## src/rtl/imem_boot_loader_pkg.sv

```systemverilog
// Shared types and constants for the instruction-memory boot loader.
package imem_boot_loader_pkg;

    typedef enum logic [2:0] {
        BOOT_HDR_HI,
        BOOT_HDR_LO,
        BOOT_LOAD,
        BOOT_DONE,
        BOOT_ERR
    } t_boot_state;

    localparam int unsigned BOOT_HDR_BYTES = 2;
    localparam int unsigned BOOT_BYTE_W    = 8;
    localparam int unsigned BOOT_WORD_W    = 32;
    localparam int unsigned BOOT_CNT_HDR_W = 16;

endpackage

```

## src/rtl/imem_boot_loader_word_packer.sv

```systemverilog
// Packs accepted bytes big-endian into 32-bit words; flags the word combinationally
// on the cycle its fourth byte is accepted so the top can register it once.
module imem_boot_loader_word_packer
    import imem_boot_loader_pkg::*;
(
    input  logic                   clk,
    input  logic                   rst,
    input  logic                   byte_valid_i,
    input  logic [BOOT_BYTE_W-1:0] byte_data_i,
    output logic                   word_valid_c,
    output logic [BOOT_WORD_W-1:0] word_c
);

    localparam int unsigned LEAD_W = BOOT_WORD_W - BOOT_BYTE_W;

    logic [1:0]        cnt_q, cnt_d;
    // Only the three leading bytes need storage; the last byte completes the word.
    logic [LEAD_W-1:0] shift_q, shift_d;

    always_ff @(posedge clk) begin
        if (rst) begin
            cnt_q   <= 2'd0;
            shift_q <= '0;
        end else begin
            cnt_q   <= cnt_d;
            shift_q <= shift_d;
        end
    end

    always_comb begin
        cnt_d   = cnt_q;
        shift_d = shift_q;
        if (byte_valid_i) begin
            cnt_d   = cnt_q + 2'd1;
            shift_d = {shift_q[LEAD_W-BOOT_BYTE_W-1:0], byte_data_i};
        end
    end

    assign word_valid_c = byte_valid_i && (cnt_q == 2'd3);
    assign word_c       = {shift_q, byte_data_i};

endmodule

```

## src/rtl/imem_boot_loader.sv

```systemverilog
// Boot loader: parses a word-count header, streams big-endian words into the
// instruction memory write port, and holds the core in reset until the load completes.
module imem_boot_loader
    import imem_boot_loader_pkg::*;
#(
    parameter int unsigned IMEM_DEPTH_WORDS = 256,
    parameter int unsigned IMEM_ADDR_W      = $clog2(IMEM_DEPTH_WORDS)
) (
    input  logic                   clk,
    input  logic                   rst,
    input  logic [7:0]             in_data,
    input  logic                   in_valid,
    output logic                   in_ready,
    output logic                   imem_we,
    output logic [IMEM_ADDR_W-1:0] imem_addr,
    output logic [31:0]            imem_wdata,
    output logic                   core_rst,
    output logic                   load_done,
    output logic                   load_err
);

    localparam int unsigned CNT_W = IMEM_ADDR_W + 1;
    localparam logic [BOOT_CNT_HDR_W:0] DEPTH_L = (BOOT_CNT_HDR_W+1)'(IMEM_DEPTH_WORDS);

    t_boot_state                state_q, state_d;
    logic [BOOT_BYTE_W-1:0]     hdr_hi_q, hdr_hi_d;
    logic [BOOT_CNT_HDR_W-1:0]  count_q, count_d;
    logic [CNT_W-1:0]           word_cnt_q, word_cnt_d;
    logic                       we_q, we_d;
    logic [IMEM_ADDR_W-1:0]     addr_q, addr_d;
    logic [BOOT_WORD_W-1:0]     wdata_q, wdata_d;
    logic                       core_rst_q, core_rst_d;
    logic                       done_q, done_d;
    logic                       err_q, err_d;

    logic                       xfer;
    logic [BOOT_CNT_HDR_W-1:0]  hdr_n;
    logic                       word_valid_c;
    logic [BOOT_WORD_W-1:0]     word_c;

    assign in_ready = !rst && (state_q inside {BOOT_HDR_HI, BOOT_HDR_LO, BOOT_LOAD});
    assign xfer     = in_valid && in_ready;
    assign hdr_n    = {hdr_hi_q, in_data};

    imem_boot_loader_word_packer u_packer (
        .clk          (clk),
        .rst          (rst),
        .byte_valid_i (xfer && (state_q == BOOT_LOAD)),
        .byte_data_i  (in_data),
        .word_valid_c (word_valid_c),
        .word_c       (word_c)
    );

    always_ff @(posedge clk) begin
        if (rst) begin
            state_q    <= BOOT_HDR_HI;
            hdr_hi_q   <= '0;
            count_q    <= '0;
            word_cnt_q <= '0;
            we_q       <= 1'b0;
            addr_q     <= '0;
            wdata_q    <= '0;
            core_rst_q <= 1'b1;
            done_q     <= 1'b0;
            err_q      <= 1'b0;
        end else begin
            state_q    <= state_d;
            hdr_hi_q   <= hdr_hi_d;
            count_q    <= count_d;
            word_cnt_q <= word_cnt_d;
            we_q       <= we_d;
            addr_q     <= addr_d;
            wdata_q    <= wdata_d;
            core_rst_q <= core_rst_d;
            done_q     <= done_d;
            err_q      <= err_d;
        end
    end

    always_comb begin
        state_d    = state_q;
        hdr_hi_d   = hdr_hi_q;
        count_d    = count_q;
        word_cnt_d = word_cnt_q;
        we_d       = 1'b0;
        addr_d     = addr_q;
        wdata_d    = wdata_q;
        core_rst_d = core_rst_q;
        done_d     = done_q;
        err_d      = err_q;

        unique case (state_q)
            BOOT_HDR_HI: begin
                if (xfer) begin
                    hdr_hi_d = in_data;
                    state_d  = BOOT_HDR_LO;
                end
            end
            BOOT_HDR_LO: begin
                if (xfer) begin
                    count_d = hdr_n;
                    if (hdr_n == '0) begin
                        state_d    = BOOT_DONE;
                        core_rst_d = 1'b0;
                        done_d     = 1'b1;
                    end else if ({1'b0, hdr_n} > DEPTH_L) begin
                        state_d = BOOT_ERR;
                        err_d   = 1'b1;
                    end else begin
                        state_d = BOOT_LOAD;
                    end
                end
            end
            BOOT_LOAD: begin
                // The final write and the core's reset release share one edge.
                if (word_valid_c) begin
                    we_d       = 1'b1;
                    addr_d     = word_cnt_q[IMEM_ADDR_W-1:0];
                    wdata_d    = word_c;
                    word_cnt_d = word_cnt_q + CNT_W'(1);
                    if (BOOT_CNT_HDR_W'(word_cnt_q) + BOOT_CNT_HDR_W'(1) == count_q) begin
                        state_d    = BOOT_DONE;
                        core_rst_d = 1'b0;
                        done_d     = 1'b1;
                    end
                end
            end
            BOOT_DONE, BOOT_ERR: begin
            end
            default: state_d = BOOT_HDR_HI;
        endcase
    end

    assign imem_we    = we_q;
    assign imem_addr  = addr_q;
    assign imem_wdata = wdata_q;
    assign core_rst   = rst || core_rst_q;
    assign load_done  = done_q;
    assign load_err   = err_q;

endmodule
```

## config.mk

```make
export PLATFORM = sky130hd
export DESIGN_NAME = imem_boot_loader
export DESIGN_NICKNAME = d
export VERILOG_FILES = /design/src/rtl/imem_boot_loader_pkg.sv /design/src/rtl/imem_boot_loader_word_packer.sv /design/src/rtl/imem_boot_loader.sv
export SDC_FILE = /design/constraint.sdc
export NUM_CORES = 1
export LEC_CHECK = 0
export BUFFER_PORTS_ARGS = -buffer_cell sky130_fd_sc_hd__buf_2
export CORE_ASPECT_RATIO = 1.75
export CORE_MARGIN = 2
export CORE_UTILIZATION = 56
export CTS_CLUSTER_DIAMETER = 150
export CTS_CLUSTER_SIZE = 40
export DETAILED_ROUTE_END_ITERATION = 16
export PLACE_DENSITY_LB_ADDON = 0.3
export SLEW_MARGIN = 20
export SYNTH_ARGS = -nofsm -noshare
export SYNTH_HDL_FRONTEND = slang
export SYNTH_HIERARCHICAL = 1
export SYNTH_SLANG_ARGS = --single-unit
```

## constraint.sdc

```tcl
create_clock -name clk -period 7.7 [get_ports clk]
set_input_delay 1.54 -clock clk [delete_from_list [all_inputs] [get_ports clk]]
set_output_delay 1.54 -clock clk [all_outputs]
set_load 0.02 [all_outputs]
```

==> results.sh, run 1 <==
export IMPL_grt_pass1_vias=3224
export IMPL_clock_path_buffers=2
export IMPL_globalplace_congestion=0.846
export IMPL_slew_violations=0
export IMPL_cts_max_level=3
export IMPL_clockRootBuffer="clkbuf_16"
export IMPL_wl_per_cell_um=14.6
export IMPL_vdd_drop_max_uv=161
export IMPL_cp_arrival_ns=2.45
export IMPL_path_class="in2out"
export IMPL_start_kind="input port"
export IMPL_vias=3419
export IMPL_worst_path_max_delay_cell="buf_2"
export IMPL_synth_fp_nets=519
export IMPL_hold_path_class="reg2reg"
export IMPL_internal_power_mw=0.790
export IMPL_clock_skew_ns=0.00654
export IMPL_synth_top_cell_area_share_pct=49.4
export IMPL_critPathRequiredTime_ns=6.16
export IMPL_critPathTopFamily="buffers and inverters"
export IMPL_core_um2=7510
export IMPL_switchingPower_mw=0.242
export IMPL_outcome="finished clean"
export IMPL_path_buf_inv=3
export IMPL_clock_power_share_pct=41.4
export IMPL_yosysUniqueCellTypes=42
export IMPL_cp_common_cell="buf_2"
export IMPL_insertedDiodeCount=0
export IMPL_p_comb_share_pct=4.3
export IMPL_grt_pass1_wl_um=15300
export IMPL_syn_inst=506
export IMPL_seq_area_frac_synth_pct=49.4
export IMPL_fmax_mhz=251
export IMPL_setup_viol=0
export IMPL_die_h_um=120
export IMPL_dieArea_um2=8420
export IMPL_dp_slack_ns=3.49
export IMPL_worstMarginPinSlew_ns=0.731
export IMPL_place_detailed_hpwl_um=6390
export IMPL_drt_iter0_drc=234
export IMPL_tritoncts="done"
export IMPL_crit_fanout=34
export IMPL_yosys_top_cells_area="dfxtp_1 49%, nand2_1 11%, mux2i_1 7.7%"
export IMPL_fp_dieW_um=70.2
export IMPL_ys_seq_elements=106
export IMPL_route_detailed_drc=0
export IMPL_leakage_nw=1.74
export IMPL_dr_pass1_iters=5
export IMPL_cts_sinks=106
export IMPL_yosysTopAreaCell="dfxtp_1"
export IMPL_synthesis_area_um2=4300
export IMPL_rsz0062_at_grt="false"
export IMPL_cts_hold_buf=0
export IMPL_slew_headroom_pct=51.3
export IMPL_setup_ws_ns=3.71
export IMPL_antenna_found_initial=0
export IMPL_ctsResizeCount=0
export IMPL_drt_vias_per_instance=5.46
export IMPL_drt_total_wl_um=9140
export IMPL_switching_share_pct=23.4
export IMPL_period_share_pct=51.8
export IMPL_place_area_um2=4450
export IMPL_timing_hold_violations_final=0
export IMPL_design_portCount=56
export IMPL_area_delta_synth_final_pct=9.98
export IMPL_cap_viol_max_count=0
export IMPL_p_total_mw=1.03
export IMPL_end_kind="output port"
export IMPL_drive_gt1_share_pct=15.4
export IMPL_power_per_cell_area_nw_per_um2=218
export IMPL_grtUsageTotal_pct=22.7
export IMPL_cpPeakStageDelay_ns=0.49
export IMPL_cts_setup_buffers=0
export IMPL_avgSynthCellArea_um2=8.50
export IMPL_yosys_warnings=6
export IMPL_cts_clk_slew_worst_paths_ns=0.07
export IMPL_ant_nets=0
export IMPL_overflow=0
export IMPL_grt_max_degree=75
export IMPL_tns_ns=0
export IMPL_worstPathCellList="buf_2 > nor2_1 > inv_1 > buf_2"
export IMPL_final_area_um2=4730
export IMPL_layout_min_cycle_time_ns=3.99
export IMPL_fin_nets=546
export IMPL_sequentialPowerShare_pct=54.3
export IMPL_portBuffers=55
export IMPL_initial_core_util_pct=57.2
export IMPL_clk_latency_ns=0.34
export IMPL_rows=42
export IMPL_numCtsBuffers=9
-- state kept, by name, summed over array words and instances (netlist names), 2 cells and up --
register / count
word_cnt_q: 9
hdr_hi_q: 8
u_packer/shift_q: 24
imem_addr: 8
u_packer/cnt_q: 2
imem_wdata: 32
state_q: 3
count_q: 16
-- synthesized netlist by cell type, drive strengths merged --
library cell	number
inv	3
nor2	54
buf	30
and4	1
o221ai	2
nor3	8
nand2	127
o2111ai	1
and3	3
xor2	5
a31oi	3
clkbuf	13
mux2i	33
nor4	10
nor2b	3
nor4b	1
mux2	1
a211oi	1
ha	2
nand3	7
dfxtp	106
a21oi	63
xnor2	10
nand4b	1
nand2b	2
or4	1
o21a	1
o21ai	4
or4b	1
nor3b	1
a211o	1
or3	4
and2	2
o311ai	1
-- worst reg2reg max path: cells and delay by family, from the launching register on --
kind                   cells  cell delay, ns
AOI/OAI and AO/OA          1            0.19
buffers and inverters      1            0.39
DFF                        1            0.37
and+or+nand+nor            8            1.71
-- layout by cell type (no fill, tap or decap), drive strengths merged --
master,n
o2111ai,1
a21oi,63
xnor2,10
nand3,7
ha,2
dfxtp,106
clkinv,3
clkinvlp,1
xor2,5
or3,4
o221ai,2
nand2,127
nor2b,3
nor3b,1
and3,3
clkbuf,9
o21ai,4
and2,2
and4,1
nand2b,2
nor2,54
nand4b,1
or4,1
a31oi,3
or4b,1
mux2,1
nor4b,1
o311ai,1
mux2i,33
nor4,10
a211o,1
nor3,8
inv,6
a211oi,1
o21a,1
buf,59
-- per-stage QoR --
| step | std cells | hold slack, ns | utilization (%) |
|---|---|---|---|
| 2_1_floorplan | 506 | 0.431 | - |
| 3_3_place_gp | 610 | 0.443 | 59.2 |
| 3_5_place_dp | 610 | 0.443 | 59.2 |
| 4_1_cts | 626 | 0.453 | 62.9 |
| 5_1_grt | 626 | 0.471 | 62.9 |
| 6_report | 626 | 0.451 | 62.9 |
-- power by group through the flow --
stage / combinational, mW / clock (mW) / sequential [mW]
6_report: 0.0443 / 0.427 / 0.561
5_1_grt: 0.0488 / 0.456 / 0.561
4_1_cts: 0.0444 / 0.433 / 0.561
3_5_place_dp: 0.0440 / 0 / 0.573
3_3_place_gp: 0.0431 / 0 / 0.573
2_1_floorplan: 0.0382 / 0 / 0.570
-- area by class of cell --
| cell class | instances | area, um2 |
|---|---|---|
| Multi-Input combinational cell | 354 | 1900 |
| Tap cell | 88 | 110 |
| Clock buffer | 9 | 225 |
| Inverter | 3 | 11.3 |
| Fill cell | 645 | 2790 |
| Sequential cell | 106 | 2120 |
| Clock inverter | 7 | 52.6 |
| Timing Repair Buffer | 59 | 305 |
-- metal layers --
layer | track usage, % | wire (um)
met5 | 0 | 0
met4 | 9.01 | 185
met3 | 4.79 | 249
met2 | 40.7 | 5100
met1 | 25.7 | 3610
-- path summary, 6_finish.rpt --
check / from / slack, ns / cells past startpoint / to
worst max-delay path: rst / 3.71 / 4 / core_rst
worst min-delay path: imem_addr[1] / 0.45 / 2 / imem_addr[1]
worst max register to register: state_q[2] / 4.98 / 10 / state_q[0]
worst min register to register: imem_addr[1] / 0.45 / 2 / imem_addr[1]
-- cells by family after synthesis --
| family | after synthesis | synth area share, % |
|---|---|---|
| buffers and inverters | 46 | 6.46 |
| adder cells (fa/ha/maj) | 2 | 0.582 |
| XOR/XNOR | 15 | 3.23 |
| AO/OA/AOI/OAI | 77 | 9.60 |
| multiplexers | 34 | 7.95 |
| flip-flops | 106 | 49.4 |
| AND/OR/NAND/NOR | 226 | 22.8 |
(Power assumes the default switching activity.)
==> run 2: changes to the inputs <==
Settings changed: ABC_AREA set to 1, CORE_UTILIZATION 56 to 52.
Clock period 7.7 ns to 3.4 ns, I/O delays scaled along.
==> run 2 against run 1 <==
Clock skew shrank 0.0021 ns. Flip-flop and latch count unchanged. Via count increased by 17%. Sequential power grew 150%. Worst setup slack worse by 2.5 ns. Total power rose to 2.8 times the previous value. Sequential share of layout area fell by 2.7 points. Clock power increased to 2.5 times the previous value. First-iteration DRC count grew 24%. Synthesized cell count increased by 27%. Synthesized area rose by 5.4%. Critical endpoint is now core_rst_q. Largest power group unchanged.
==> results.sh, run 2 <==
export IMPL_fin_cells=796
export IMPL_layout_min_cycle_time_ns=2.18
export IMPL_yosysTopAreaCell="dfxtp_1"
export IMPL_drt_total_wl_um=9850
export IMPL_globalplace_congestion=0.859
export IMPL_area_delta_synth_final_pct=11.0
export IMPL_insertedDiodeCount=0
export IMPL_start_kind="register"
export IMPL_synth_common_cells="147 x nor2_1, 115 x nand2_1, 106 x dfxtp_1"
export IMPL_crit_fanout=6
export IMPL_largest_reg_flops=32
export IMPL_timing_hold_violations_final=0
export IMPL_cts_setup_buffers=0
export IMPL_yosys_warnings=6
export IMPL_cts_hold_buf=0
export IMPL_cap_viol_max_count=0
export IMPL_clock_path_buffers=2
export IMPL_vias=4000
export IMPL_final_cell_mix="147 x nor2_1, 115 x nand2_1, 106 x dfxtp_1"
export IMPL_drt_iter0_drc=291
export IMPL_synth_top_cell_area_share_pct=46.8
export IMPL_cp_startpoint="state_q[1]"
export IMPL_slew_violations=0
export IMPL_cts_clk_slew_worst_paths_ns=0.07
export IMPL_yosysUniqueCellTypes=26
export IMPL_worstMarginPinSlew_ns=0.624
export IMPL_ant_nets=0
export IMPL_outcome="finished clean"
export IMPL_power_per_cell_area_nw_per_um2=567
export IMPL_r2r_start="state_q[1]"
export IMPL_critPathRequiredTime_ns=3.61
export IMPL_syn_inst=641
export IMPL_yosys_top_cells_area="dfxtp_1 47%, nor2_1 12%, nand2_1 9.5%"
export IMPL_synth_fp_nets=654
export IMPL_layout_commonest_cell="nor2_1"
export IMPL_ys_seq_elements=106
export IMPL_worstHoldStart="core_rst_q"
export IMPL_period_share_pct=64.0
export IMPL_tritoncts="done"
export IMPL_nFillCells=849
export IMPL_grt_max_degree=75
export IMPL_die_h_um=127
export IMPL_dieArea_um2=9500
export IMPL_setup_viol=0
export IMPL_grt_pass1_vias=3803
export IMPL_slew_headroom_pct=58.4
export IMPL_async_flop_share_pct=0
export IMPL_clk_latency_ns=0.34
export IMPL_avgSynthCellArea_um2=7.07
export IMPL_design_portCount=56
export IMPL_dp_cells=780
export IMPL_overflow=0
export IMPL_synth_edff_count=0
export IMPL_r2r_slack_ns=1.22
export IMPL_place_detailed_hpwl_um=6930
export IMPL_initial_core_util_pct=52.9
export IMPL_drive_gt1_share_pct=13.8
export IMPL_path_class="reg2reg"
export IMPL_clockRootBuffer="clkbuf_16"
export IMPL_rsz0062_at_grt="false"
export IMPL_cp_arrival_ns=2.39
export IMPL_yosysMostFrequentCell="nor2_1"
export IMPL_wl_per_cell_um=12.4
export IMPL_antenna_found_initial=0
export IMPL_cts_sinks=106
export IMPL_end_kind="register"
export IMPL_fmax_mhz=459
export IMPL_synthesis_area_um2=4530
export IMPL_grt_pass1_wl_um=16700
export IMPL_cts_max_level=3
export IMPL_setup_ws_ns=1.22
export IMPL_portBuffers=55
export IMPL_core_um2=8560
export IMPL_synth_flop_cell="dfxtp_1"
export IMPL_grtUsageTotal_pct=22.5
export IMPL_numCtsBuffers=9
export IMPL_fin_nets=687
export IMPL_drt_vias_per_instance=5.03
export IMPL_vdd_drop_max_uv=306
export IMPL_hold_path_class="reg2reg"
export IMPL_dp_slack_ns=1.04
export IMPL_fp_dieW_um=74.6
export IMPL_leakage_nw=2.24
export IMPL_rows=45
export IMPL_clock_skew_ns=0.00449
export IMPL_ctsResizeCount=0
export IMPL_route_detailed_drc=0
export IMPL_dr_pass1_iters=4
export IMPL_seq_area_frac_synth_pct=46.8
export IMPL_tns_ns=0
[run 2: changes by cell type after synthesis, moves of 15 or more]
cell / change
a21oi_1: -26
inv_1: +68
mux2i_1: -33
nand3_1: +15
nor2_1: +94
o21ai_0: +64
[run 2: final cells by class]
type,count,area (um2),area share (%)
timing repair buffer,60,313,6.22
tap,117,146,2.91
multi-input combinational,423,1860,36.9
sequential,106,2120,42.2
clock buffer,11,253,5.02
clock inverter,5,61.3,1.22
inverter,74,278,5.52
[run 2: worst max-delay path, cell delays in order, from the launching register on]
cell and delay [ns]:
dfxtp_1 0.38, inv_1 0.10, nor2_2 0.14, nand2_2 0.09
nand2_2 0.07, and3_4 0.20, nand2_1 0.05, inv_1 0.07
nand2_1 0.05, inv_1 0.07, nand2_1 0.05, nor2_1 0.09
nand2_1 0.06, nor2_1 0.08, nand3_1 0.07, nor2_1 0.09
nand3_1 0.09, nand2_2 0.11, nand3_1 0.08, nand2_1 0.06
nand2_1 0.04
[run 2: through the flow]
stage               utilization, %  cell area [um2]  hold slack (ns)  power [mW]
floorplan                        -             4530            0.411        1.74
global placement              55.1             4720            0.431        1.80
detailed placement            55.1             4720            0.430        1.81
CTS                           58.8             5030            0.446        2.88
global route                  58.8             5030            0.483        2.99
finish                        58.8             5030            0.443        2.85
[run 2: logic make-up (layout without fill, tap and decap cells)]
group                    after synthesis  after routing  synth area share, %
buffers and inverters                112            150                 12.2
adder cells (fa/ha/maj)                2              2                0.552
AND/OR/NAND/NOR                      307            307                 27.4
XOR/XNOR                               2              2                0.387
AO/OA/AOI/OAI                        112            112                 12.6
flip-flops                           106            106                 46.8
[run 2: path summary, 6_finish.rpt]
check	to	depth (start not counted)
max	core_rst_q	20
min reg2reg	core_rst_q	2
min	core_rst_q	2
max reg2reg	core_rst_q	20
[run 2: layer usage]
metal	vias to the layer above	GRT usage [%]	routed length, um
met3	41	3.86	268
met2	73	38.4	5200
met1	1833	24.7	3810
met5	-	0	0
met4	0	14.8	579
li1	2053	-	-
[run 2: power breakdown]
group / switching (mW) / leakage (nW) / total [mW] / internal (mW)
Sequential: 0.0504 / 0.857 / 1.38 / 1.33
Clock: 0.454 / 0.144 / 1.07 / 0.614
Combinational: 0.269 / 1.23 / 0.407 / 0.138
